**config.mk**
```make
export PLATFORM = sky130hd
export DESIGN_NAME = oled_i2c_wr_flat
export DESIGN_NICKNAME = d
export VERILOG_FILES = /design/src/rtl/oled_i2c_wr_if.sv /design/src/rtl/oled_i2c_wr.sv /design/src/flat_wrapper.sv
export SDC_FILE = /design/constraint.sdc
export NUM_CORES = 1
export LEC_CHECK = 0
export BUFFER_PORTS_ARGS = -buffer_cell sky130_fd_sc_hd__buf_2
export CORE_MARGIN = 4
export CORE_UTILIZATION = 25
export DETAILED_ROUTE_END_ITERATION = 8
export PLACE_DENSITY = 0.38
export SLEW_MARGIN = 20
export SYNTH_ARGS = -nofsm -noshare
export SYNTH_HDL_FRONTEND = slang
export SYNTH_SLANG_ARGS = --single-unit
```
**constraint.sdc**
```tcl
create_clock -name clk -period 2.9 [get_ports clk]
set_input_delay 0.435 -clock clk [delete_from_list [all_inputs] [get_ports clk]]
set_output_delay 0.435 -clock clk [all_outputs]
set_load 0.02 [all_outputs]
```
**src/rtl/oled_i2c_wr_if.sv**
```systemverilog
// Request/response and pad signals between the display sequencer, the I2C write
// engine and the SCL/SDA pads.
interface oled_i2c_wr_if;
   logic       i2c_wen;
   logic [7:0] reg_addr;
   logic [7:0] reg_data;
   logic       busy;
   logic       i2c_done;
   logic       ack_err;
   logic       scl;
   logic       sda_oe;
   logic       sda_in;

   // Sequencer plus pad side.
   modport master (
      output i2c_wen, reg_addr, reg_data, sda_in,
      input  busy, i2c_done, ack_err, scl, sda_oe
   );

   // Write engine side.
   modport slave (
      input  i2c_wen, reg_addr, reg_data, sda_in,
      output busy, i2c_done, ack_err, scl, sda_oe
   );
endinterface

```
**src/rtl/oled_i2c_wr.sv**
```systemverilog
// Write-only I2C master: START, {DEV_ADDR,0}, reg_addr, reg_data, STOP.
// Each bus segment is four quarters of CLK_DIV clocks; every pad output is registered.
module oled_i2c_wr #(
   parameter int         CLK_DIV  = 125,
   parameter logic [6:0] DEV_ADDR = 7'h3C
) (
   input  logic          clk,
   input  logic          rst,
   oled_i2c_wr_if.slave  bus
);
   localparam int TW = (CLK_DIV > 1) ? $clog2(CLK_DIV) : 1;

   typedef enum logic [2:0] {S_IDLE, S_START, S_BIT, S_ACK, S_STOP, S_DONE} state_t;

   state_t        state_q, state_d;
   logic [TW-1:0] tick_q, tick_d;
   logic [1:0]    qtr_q, qtr_d;
   logic [2:0]    bit_q, bit_d;
   logic [1:0]    byte_q, byte_d;
   logic [7:0]    addr_q, addr_d, data_q, data_d;
   logic          nack_q, nack_d, err_q, err_d;
   logic          done_q, done_d, busy_q, busy_d;
   logic          scl_q, scl_d, oe_q, oe_d;
   logic          tick_last, seg_end;
   logic [7:0]    cur_byte;

   always_comb begin
      state_d   = state_q;
      tick_d    = '0;
      qtr_d     = '0;
      bit_d     = bit_q;
      byte_d    = byte_q;
      addr_d    = addr_q;
      data_d    = data_q;
      nack_d    = nack_q;
      err_d     = err_q;
      tick_last = (tick_q == TW'(CLK_DIV - 1));
      seg_end   = tick_last && (qtr_q == 2'd3);

      if (state_q != S_IDLE && state_q != S_DONE) begin
         tick_d = tick_last ? '0 : tick_q + TW'(1);
         qtr_d  = tick_last ? qtr_q + 2'd1 : qtr_q;
      end

      case (state_q)
         S_IDLE, S_DONE: begin
            state_d = S_IDLE;
            if (bus.i2c_wen) begin
               state_d = S_START;
               addr_d  = bus.reg_addr;
               data_d  = bus.reg_data;
               byte_d  = 2'd0;
               bit_d   = 3'd7;
               err_d   = 1'b0;
            end
         end
         S_START: if (seg_end) begin
            state_d = S_BIT;
            bit_d   = 3'd7;
         end
         S_BIT: if (seg_end) begin
            if (bit_q == 3'd0) state_d = S_ACK;
            else               bit_d   = bit_q - 3'd1;
         end
         S_ACK: begin
            // Slave response is taken on the last clock of the SCL-high window.
            if (qtr_q == 2'd2 && tick_last) nack_d = bus.sda_in;
            if (seg_end) begin
               if (nack_q) begin
                  err_d   = 1'b1;
                  state_d = S_STOP;
               end else if (byte_q == 2'd2) begin
                  state_d = S_STOP;
               end else begin
                  byte_d  = byte_q + 2'd1;
                  bit_d   = 3'd7;
                  state_d = S_BIT;
               end
            end
         end
         S_STOP: if (seg_end) state_d = S_DONE;
         default: state_d = S_IDLE;
      endcase
   end

   // Pad levels are derived from the next state so the registered pins line up with it.
   always_comb begin
      cur_byte = data_d;
      case (byte_d)
         2'd0:    cur_byte = {DEV_ADDR, 1'b0};
         2'd1:    cur_byte = addr_d;
         default: cur_byte = data_d;
      endcase

      scl_d = 1'b1;
      oe_d  = 1'b0;
      case (state_d)
         S_START: begin
            scl_d = (qtr_d != 2'd3);
            oe_d  = qtr_d[1];
         end
         S_BIT: begin
            scl_d = (qtr_d == 2'd1) || (qtr_d == 2'd2);
            oe_d  = ~cur_byte[bit_d];
         end
         S_ACK: scl_d = (qtr_d == 2'd1) || (qtr_d == 2'd2);
         S_STOP: begin
            scl_d = (qtr_d != 2'd0);
            oe_d  = ~qtr_d[1];
         end
         default: ;
      endcase

      busy_d = (state_d != S_IDLE) && (state_d != S_DONE);
      done_d = (state_d == S_DONE);
   end

   always_ff @(posedge clk) begin
      if (rst) begin
         state_q <= S_IDLE;
         tick_q  <= '0;
         qtr_q   <= '0;
         bit_q   <= 3'd7;
         byte_q  <= '0;
         addr_q  <= '0;
         data_q  <= '0;
         nack_q  <= 1'b0;
         err_q   <= 1'b0;
         done_q  <= 1'b0;
         busy_q  <= 1'b0;
         scl_q   <= 1'b1;
         oe_q    <= 1'b0;
      end else begin
         state_q <= state_d;
         tick_q  <= tick_d;
         qtr_q   <= qtr_d;
         bit_q   <= bit_d;
         byte_q  <= byte_d;
         addr_q  <= addr_d;
         data_q  <= data_d;
         nack_q  <= nack_d;
         err_q   <= err_d;
         done_q  <= done_d;
         busy_q  <= busy_d;
         scl_q   <= scl_d;
         oe_q    <= oe_d;
      end
   end

   assign bus.busy     = busy_q;
   assign bus.i2c_done = done_q;
   assign bus.ack_err  = err_q;
   assign bus.scl      = scl_q;
   assign bus.sda_oe   = oe_q;
endmodule

```
**src/flat_wrapper.sv**
```systemverilog
// flat-port wrapper written by rule: the top's interface ports become plain ports
module oled_i2c_wr_flat 
#(
   parameter int         CLK_DIV  = 125,
   parameter logic [6:0] DEV_ADDR = 7'h3C
)
  (clk, rst, bus_i2c_wen, bus_reg_addr, bus_reg_data, bus_sda_in, bus_busy, bus_i2c_done, bus_ack_err, bus_scl, bus_sda_oe);
  oled_i2c_wr_if bus_i ();
  input  logic clk;
  input  logic rst;
  input wire logic [$bits(bus_i.i2c_wen)-1:0] bus_i2c_wen;
  input wire logic [$bits(bus_i.reg_addr)-1:0] bus_reg_addr;
  input wire logic [$bits(bus_i.reg_data)-1:0] bus_reg_data;
  input wire logic [$bits(bus_i.sda_in)-1:0] bus_sda_in;
  output wire logic [$bits(bus_i.busy)-1:0] bus_busy;
  output wire logic [$bits(bus_i.i2c_done)-1:0] bus_i2c_done;
  output wire logic [$bits(bus_i.ack_err)-1:0] bus_ack_err;
  output wire logic [$bits(bus_i.scl)-1:0] bus_scl;
  output wire logic [$bits(bus_i.sda_oe)-1:0] bus_sda_oe;
  assign bus_i.i2c_wen = bus_i2c_wen;
  assign bus_i.reg_addr = bus_reg_addr;
  assign bus_i.reg_data = bus_reg_data;
  assign bus_i.sda_in = bus_sda_in;
  assign bus_busy = bus_i.busy;
  assign bus_i2c_done = bus_i.i2c_done;
  assign bus_ack_err = bus_i.ack_err;
  assign bus_scl = bus_i.scl;
  assign bus_sda_oe = bus_i.sda_oe;
  oled_i2c_wr #(.CLK_DIV(CLK_DIV), .DEV_ADDR(DEV_ADDR)) u_core (.clk(clk), .rst(rst), .bus(bus_i));
endmodule
```
==> impl_metrics.json <==
{
  "outcome": "complete, no violations",
  "synth.net_count": 292,
  "htree_num_levels": 2,
  "synthTopCellsByArea": "dfxtp_1 35%, ha_1 5.5%, nor2_1 5.5%, nand2_1 5.1%, mux2i_1 4.4%",
  "row_count": 34,
  "max_stage_delay_ns": 0.53,
  "start_kind": "flip-flop",
  "tns_ns": 0,
  "worst_pin_slew_ns": 0.641,
  "fp.dieArea_um2": 10600,
  "drive_above_1_share_pct": 20.6,
  "ys_top_cells_by_count": "39 x dfxtp_1, 33 x nor2_1, 31 x nand2_1",
  "grt_max_degree": 34,
  "synth_area_per_cell_um2": 8.63,
  "fmax_ghz": 0.384,
  "yosysUniqueCellTypes": 56,
  "place_congestion": 0.741,
  "rsz0062_at_grt": "no",
  "num_io_pins": 25,
  "synth_edf_count": 0,
  "crit_chain": "nand3b_1 > nor4_4 > mux2i_1 > buf_4 > nor2_1 > a2111oi_0 > a2bb2oi_1 > a2111oi_2 > o41ai_2",
  "clock-sinks": 39,
  "fin_nets": 320,
  "port_buffers": 24,
  "min_path_type": "in2reg",
  "final-instance-count-excl-fill": 399,
  "worstPathMaxFanout": 8,
  "fill_cells": 949,
  "cp_top_family": "compound AO/OA/AOI/OAI gates",
  "slew_headroom_pct": 57.3,
  "die_w_um": 103,
  "async_flop_share_pct": 0,
  "grt-busiest-layer": "met2",
  "netlist.area_leader.share_pct": 34.5,
  "yosys_most_used_dff": "dfxtp_1",
  "cp_slowest_cell": "dfxtp_1",
  "firstDrtPassIters": 5,
  "min_period_over_period_pct": 89.8,
  "netlist_instances": 262,
  "synth_top_area_cell": "dfxtp_1",
  "root_buffer": "clkbuf_8",
  "ir_drop_mv": 0.150,
  "fin_crit_ns": 2.60,
  "max_cap_violations": 0,
  "cts_tree": "yes",
  "clk_latency_ns": 0.29,
  "avgViaCountPerCell": 4.74,
  "worst_ep_required_time_ns": 3.11,
  "grt_use_met1_pct": 16.0,
  "drt_iter0_drc": 91,
  "grt_usage_pct": 11.7,
  "crit_buf_inv": 1,
  "die_h_um": 103,
  "grt_overflow": 0,
  "report.final.slew_viol_count": 0,
  "grt_util_met3_pct": 2.77,
  "regArea_um2": 781,
  "fin_skew_ns": 0.00647,
  "place_area_um2": 2520,
  "clkTransAtPathRegs_ns": 0.08,
  "gr-usage-met2_pct": 18.4,
  "grt_pass1_vias": 1912,
  "drtAntennaViolNets": 0,
  "synth_area_um2": 2260,
  "hold_viol_final": 0,
  "p_total_mw": 1.05,
  "yosysWarnings": 0,
  "synth.most_common_cell": "dfxtp_1",
  "dp.cells": 391,
  "cts_setup_buffers": 0,
  "num_antenna_cells": 0,
  "vias": 1892,
  "path_class": "reg2reg",
  "start_util_pct": 25.8,
  "endpoint_kind": "flip-flop",
  "design_area_um2": 2610,
  "p_leak_nw": 1.01,
  "cp.arrival_ns": 2.81,
  "grt_pass1_wl_mm": 9.66,
  "hold_buffers": 0,
  "wirelength_mm": 5.70,
  "areaGrowthSynthToFinish_pct": 15.4,
  "hpwl_mm": 4.27,
  "core_region_area_um2": 8760,
  "setup_viol": 0,
  "power.density_nw_per_um2": 401,
  "antenna_found_initial": 0,
  "multi_input_comb_area_um2": 1380,
  "clockBufferDepth": 2,
  "cts_buffers": 5,
  "yosysSeqAreaShare_pct": 34.5,
  "ys_ff_latch": 39,
  "wl_per_cell_um": 14.3,
  "drc": 0
}
==> power by group <==
part	total, mW	internal (mW)	switching, mW
combinational	0.108	0.0430	0.0654
sequential	0.563	0.553	0.00989
clock	0.375	0.169	0.206
==> state kept, by name (all words and copies together), names as in the netlist, 2 cells and up <==
name and count:
u_core.state_q 3, u_core.qtr_q 2, u_core.bit_q 3, u_core.tick_q 7, u_core.addr_q 8, u_core.data_q 8, u_core.byte_q 2
==> path summary, 6_finish.rpt <==
kind,to,startpoint,depth (start not counted),slack [ns]
min,u_core.data_q[4],bus_reg_data[4],3,0.37
max,u_core.bus.sda_oe,u_core.state_q[0],9,0.30
min reg2reg,u_core.addr_q[4],u_core.addr_q[4],2,0.47
max reg2reg,u_core.bus.sda_oe,u_core.state_q[0],9,0.30
==> layout by cell type, fill, tap and decap left out, types with 5 or more instances in the layout <==
cell	synthesis	routed
nand2b_1	6	6
nand2_1	31	31
nor2_1	33	33
buf_4	1	8
a21oi_1	14	14
mux2i_1	10	10
nor2b_1	6	6
nand3_1	6	6
clkbuf_8	0	5
o21ai_0	6	6
dfxtp_1	39	39
buf_2	3	24
inv_1	14	14
ha_1	10	10
==> what timing repair did <==
action	CTS	global route
endpoints found under the setup margin	0	1
resized for setup	0	1
endpoints found under the hold margin	0	0
==> per-stage QoR <==
step | hold slack, ns | utilization (%) | setup WS [ns]
5_1_grt | 0.361 | 29.8 | 0.0388
6_report | 0.367 | 29.8 | 0.296
3_5_place_dp | 0.452 | 28.8 | 0.221
4_1_cts | 0.361 | 29.7 | 0.210
3_3_place_gp | 0.449 | 28.8 | 0.192
2_1_floorplan | 0.430 | - | 0.383
==> cells by family (layout without fill, tap and decap cells) <==
group	after synthesis	count (layout)	share of synthesized area, %
AO/OA/AOI/OAI	53	53	18.7
XOR/XNOR	8	8	3.10
adder cells (fa/ha/maj)	10	10	5.53
buffers and inverters	25	54	4.81
flip-flops	39	39	34.5
multiplexers	14	14	6.42
AND/OR/NAND/NOR	113	113	26.9
==> worst min-delay path, delay by kind of cell <==
kind            cells  cell delay [ns]
buf+inv             1             0.09
simple gates        1             0.04
compound gates      1             0.05
==> layer usage <==
layer  wire [µm]  up-vias  part of all wire (%)
met5           0        -                     0
met4          61        0                   1.1
met3         201        4                   3.5
met2        2490       30                    44
met1        2950      879                    52
li1            -      979                     -
==> cell type report <==
type,count,share of cell area [%]
Inverter,14,2.01
Sequential cell,39,29.9
Tap cell,108,5.18
Multi-Input combinational cell,198,52.9
Timing Repair Buffer,32,6.90
Clock inverter,1,0.192
Clock buffer,7,2.92
(Power assumes the default switching activity.)
